$ cat src/rtl/meas_scan_ctrl.sv
// meas_scan_ctrl: steps a channel mux through C_INUM inputs, settles, captures and hands off each sample.
// Define MEAS_SCAN_PARITY_EN to add O_parity, the even parity of the captured sample.
module meas_scan_ctrl #(
  parameter int C_INUM    = 48,
  parameter int C_IDWIDTH = 24,
  parameter int C_ISWIDTH = 6,
  parameter int C_SETTLE  = 2
) (
  input  logic                 I_clk,
  input  logic                 I_rst,
  input  logic                 I_start,
  input  logic                 I_abort,
  output logic [C_ISWIDTH-1:0] O_sel,
  input  logic [C_IDWIDTH-1:0] I_mdata,
  output logic [C_IDWIDTH-1:0] O_data,
  output logic [C_ISWIDTH-1:0] O_idx,
  output logic                 O_valid,
  input  logic                 I_ready,
  output logic                 O_busy,
  output logic                 O_done
`ifdef MEAS_SCAN_PARITY_EN
  ,
  output logic                 O_parity
`endif
);

  // state    | meaning
  // S_IDLE   | waiting for I_start, outputs quiet
  // S_SETTLE | select stable, counting C_SETTLE cycles
  // S_CAPTURE| latch mux data and channel index
  // S_OUTPUT | O_valid high until I_ready handshake
  // S_DONE   | one-cycle O_done pulse, then idle
  typedef enum logic [2:0] {
    S_IDLE,
    S_SETTLE,
    S_CAPTURE,
    S_OUTPUT,
    S_DONE
  } state_t;

  localparam int                 CW          = 4;
  localparam logic [CW-1:0]        SETTLE_LAST = CW'(C_SETTLE - 1);
  localparam logic [C_ISWIDTH-1:0] SEL_LAST    = C_ISWIDTH'(C_INUM - 1);

  state_t                 state_q, state_d;
  logic [CW-1:0]          cnt_q, cnt_d;
  logic [C_ISWIDTH-1:0]   sel_q, sel_d;
  logic [C_ISWIDTH-1:0]   idx_q, idx_d;
  logic [C_IDWIDTH-1:0]   data_q, data_d;

  always_ff @(posedge I_clk) begin
    if (I_rst) begin
      state_q <= S_IDLE;
      cnt_q   <= '0;
      sel_q   <= '0;
      idx_q   <= '0;
      data_q  <= '0;
    end else begin
      state_q <= state_d;
      cnt_q   <= cnt_d;
      sel_q   <= sel_d;
      idx_q   <= idx_d;
      data_q  <= data_d;
    end
  end

  always_comb begin
    state_d = state_q;
    cnt_d   = cnt_q;
    sel_d   = sel_q;
    idx_d   = idx_q;
    data_d  = data_q;
    case (state_q)
      S_IDLE: begin
        if (I_start && !I_abort) begin
          state_d = S_SETTLE;
          sel_d   = '0;
          cnt_d   = '0;
        end
      end
      S_SETTLE: begin
        if (cnt_q == SETTLE_LAST) state_d = S_CAPTURE;
        else                      cnt_d   = cnt_q + 1'b1;
      end
      S_CAPTURE: begin
        data_d  = I_mdata;
        idx_d   = sel_q;
        state_d = S_OUTPUT;
      end
      S_OUTPUT: begin
        if (I_ready) begin
          if (sel_q == SEL_LAST) begin
            state_d = S_DONE;
          end else begin
            state_d = S_SETTLE;
            sel_d   = sel_q + 1'b1;
            cnt_d   = '0;
          end
        end
      end
      S_DONE:  state_d = S_IDLE;
      default: state_d = S_IDLE;
    endcase
    // abort beats any handshake or counter progress in the same cycle
    if (I_abort && state_q != S_IDLE) begin
      state_d = S_IDLE;
      sel_d   = '0;
      cnt_d   = '0;
    end
  end

  assign O_sel   = sel_q;
  assign O_data  = data_q;
  assign O_idx   = idx_q;
  assign O_valid = (state_q == S_OUTPUT);
  assign O_busy  = (state_q != S_IDLE);
  assign O_done  = (state_q == S_DONE);

`ifdef MEAS_SCAN_PARITY_EN
  logic parity_q, parity_d;

  always_comb begin
    parity_d = parity_q;
    if (state_q == S_CAPTURE) parity_d = ^I_mdata;
  end

  always_ff @(posedge I_clk) begin
    if (I_rst) parity_q <= 1'b0;
    else       parity_q <= parity_d;
  end

  assign O_parity = parity_q;
`endif

endmodule
$ cat config.mk
export PLATFORM = sky130hd
export DESIGN_NAME = meas_scan_ctrl
export DESIGN_NICKNAME = d
export VERILOG_FILES = /design/src/rtl/meas_scan_ctrl.sv
export SDC_FILE = /design/constraint.sdc
export NUM_CORES = 1
export LEC_CHECK = 0
export BUFFER_PORTS_ARGS = -buffer_cell sky130_fd_sc_hd__buf_2
export CAP_MARGIN = 20
export CORE_MARGIN = 2
export CORE_UTILIZATION = 54
export CTS_BUF_LIST = sky130_fd_sc_hd__clkbuf_8
export DETAILED_ROUTE_END_ITERATION = 6
export PLACE_DENSITY = 0.87
export SLEW_MARGIN = 30
export SYNTH_ARGS = -nofsm -noshare
export SYNTH_HDL_FRONTEND = slang
export SYNTH_SLANG_ARGS = --single-unit
$ cat constraint.sdc
create_clock -name I_clk -period 3.4 [get_ports I_clk]
set_input_delay 0.68 -clock I_clk [delete_from_list [all_inputs] [get_ports I_clk]]
set_output_delay 0.68 -clock I_clk [all_outputs]
set_load 0.01 [all_outputs]
==> results.sh <==
export IMPL_antenna_cells=0
export IMPL_r2r_cells=4
export IMPL_grt_use_met1_pct=24.0
export IMPL_crit_end="O_valid"
export IMPL_crit_chain="and3b_1 -> buf_2"
export IMPL_insertion_delay_ns=0.29
export IMPL_via_count=1724
export IMPL_track_usage_pct=20.3
export IMPL_dpl_cell_count=327
export IMPL_crit_fanout=15
export IMPL_synth_ff_type="dfxtp_1"
export IMPL_critPathLaunchType="register"
export IMPL_relSlewSlack_pct=60.5
export IMPL_r2r_end="cnt_q[3]"
export IMPL_setup_tns_ns=0
export IMPL_fin_ws_ns=1.21
export IMPL_crit_buf_inv=1
export IMPL_ys_top_cells_by_area="dfxtp_1, nand2_1, a21oi_1"
export IMPL_yosys_area_top_type="dfxtp_1"
export IMPL_pre_cts_ws_ns=1.46
export IMPL_overflow=0
export IMPL_synth_edf_count=0
export IMPL_start_util_pct=55.5
export IMPL_cts_resized=0
export IMPL_rows=21
export IMPL_core_mm2=0.00328
export IMPL_netlist_instances=228
export IMPL_r2r_setup_slack_ns=1.48
export IMPL_synth_simple_area_share_pct=25.1
export IMPL_finalInstanceArea_mm2=0.00224
export IMPL_critical_path_class="reg -> out"
export IMPL_synth_distinct_cells=36
export IMPL_grt_busiest_layer="met2"
export IMPL_power_leakage_nw=0.958
export IMPL_dieArea_mm2=0.00385
export IMPL_finalMaxSlewViolations=0
export IMPL_synthXorXnorAreaFrac_pct=0
export IMPL_fmax_ghz=0.457
export IMPL_crit_path_end_kind="primary output"
export IMPL_gp_congestion=0.833
export IMPL_first_iter_violations=105
export IMPL_grt_max_degree=35
export IMPL_ir_worst_vdd_mv=0.348
export IMPL_syn_nets=260
export IMPL_hold_violations=0
export IMPL_synth_mux_area_share_pct=0.549
export IMPL_crit_start="state_q[1]"
export IMPL_io_pins=68
export IMPL_finalSetupViolCount=0
export IMPL_cts_max_level=2
export IMPL_grt_antenna_before_repair=0
export IMPL_die_h_um=62.1
export IMPL_io_buffer_count=67
export IMPL_worstMarginPinSlew_ns=0.593
export IMPL_critPathMaxStageDelay_ns=0.64
export IMPL_synth_top_cell_area_share_pct=47.3
export IMPL_async_flop_share_pct=0
export IMPL_dpl_instance_area_mm2=0.00215
export IMPL_worstPathRequired_ns=2.72
export IMPL_routedWlPerCell_um=11.9
export IMPL_slowest_stage="dfxtp_1"
export IMPL_fin_nets=320
export IMPL_synth_fa_ha_area_share_pct=2.06
export IMPL_status="completed"
export IMPL_yosysSeqAreaShare_pct=47.3
export IMPL_die_w_um=62.1
export IMPL_dp_hpwl_mm=2.77
export IMPL_cts_made_buffers=5
export IMPL_drt_total_wl_mm=3.97
export IMPL_cp_top_family="flip-flops"
export IMPL_timing_final_crit_share_pct=64.4
export IMPL_synth_most_common_cell="nand2_1"
export IMPL_maxCapViolations=0
export IMPL_first_global_vias=1341
export IMPL_synth_area_per_cell_um2=7.99
export IMPL_rsz0062_at_grt="false"
export IMPL_ctsHoldBuffers=0
export IMPL_routed_via_density=5.16
export IMPL_clock_sinks=43
export IMPL_clock_skew_ns=0.00481
export IMPL_drive_above_1_share_pct=28.1
export IMPL_ys_seq_elements=43
export IMPL_cts_path_max_buffers=2
export IMPL_cp_depth=2
export IMPL_post_route_min_period_ns=2.19
export IMPL_yosys_top_cells_count="nand2_1, dfxtp_1, a21oi_1"
export IMPL_cp_data_arrival_time_ns=1.51
export IMPL_n_fill_cell=294
export IMPL_synth_top_family_by_area="simple AND/OR/NAND/NOR gates"
export IMPL_cts_tree="yes"
export IMPL_fin_cells=334
export IMPL_syn2layout_area_growth_pct=23.1
export IMPL_cts_setup_buffers=0
export IMPL_gr_usage_met2_pct=34.8
export IMPL_cts_clk_slew_worst_paths_ns=0.07
export IMPL_power_density_mw_per_mm2=415
export IMPL_hold_start="O_data[15]"
export IMPL_ant_nets=0
export IMPL_hp_class="reg -> reg"
export IMPL_firstDrtPassIters=4
export IMPL_synth_compound_area_share_pct=20.1
export IMPL_fin_total_pwr_w=0.000930
export IMPL_grt_pass1_wl_mm=5.77
export IMPL_r2r_start="state_q[0]"
export IMPL_root_buffer="clkbuf_8"
export IMPL_use_met3_pct=6.42
export IMPL_yosysWarnings=0
export IMPL_synthesis_area_mm2=0.00182
export IMPL_drc=0
-- placed cells by master (no fill, tap or decap), types with 2 or more instances in the layout --
master	synthesis	final
or4_1	2	2
or3_1	2	2
buf_2	3	67
nand2b_1	4	4
and3_1	5	4
nor2b_1	2	2
o31ai_1	3	3
or3b_2	2	2
dfxtp_1	43	43
nor2_1	3	3
a21oi_1	36	36
a311oi_1	3	3
nor3_1	4	4
a41oi_1	3	3
nand2_1	67	67
inv_1	6	6
ha_1	3	3
clkbuf_8	0	6
nand3_1	7	7
a31oi_1	3	3
-- per-stage QoR --
step | util (%) | hold WS [ns]
2_1_floorplan | - | 0.460
3_3_place_gp | 65.6 | 0.439
3_5_place_dp | 65.6 | 0.443
4_1_cts | 68.3 | 0.453
5_1_grt | 68.3 | 0.471
6_report | 68.3 | 0.453
-- report_power, final --
part / internal [W] / switching [W] / total [W] / leakage [nW]
combinational: 0.0000368 / 0.0000525 / 0.0000893 / 0.563
sequential: 0.000516 / 0.0000102 / 0.000526 / 0.348
clock: 0.000159 / 0.000156 / 0.000315 / 0.0470
total: 0.000712 / 0.000219 / 0.000930 / 0.958
-- per-layer routing --
metal / wire length, um / vias up
li1: - / 905
met1: 1790 / 764
met2: 1930 / 50
met3: 210 / 5
met4: 42 / 0
met5: 0 / -
-- sequential cells by signal, summed over array words and instances, names as in the netlist --
signal,flops
O_data,24
O_idx,6
O_sel,6
cnt_q,4
state_q,3
-- cell families (layout without fill, tap and decap cells) --
family                   count (synthesis)  count (layout)
AND/OR/NAND/NOR                        101             101
AO/OA/AOI/OAI                           59              59
flip-flops                              43              43
buffers and inverters                   21              81
adder cells (fa/ha/maj)                  3               3
multiplexers                             1               1
-- worst reg2reg max path: stages, from the launching register on --
cell and delay [ns]:
dfxtp_1 0.60, or3b_2 0.53, a31oi_1 0.30, nand3_1 0.12, a221oi_1 0.28
-- final cells by class --
cell class	instances	area (um2)	area share, %
multi-input cells	164	872	38.9
flip-flops and latches	43	861	38.4
repair buffers	68	343	15.3
clock buffers	6	82.6	3.68
well taps	46	57.6	2.57
inverters	6	22.5	1.00
clock inverters	1	5.00	0.223
-- worst min-delay path by stage --
stage                 endpoint  slack (ns)  cells after the start
detailed placement   O_data[5]        0.44                      2
CTS                  O_data[5]        0.45                      2
finish              O_data[15]        0.45                      2
global placement    O_data[14]        0.44                      2
floorplan             cnt_q[1]        0.46                      2
global route          O_idx[3]        0.47                      2
Note: power is estimated with default switching activity, not from simulation.
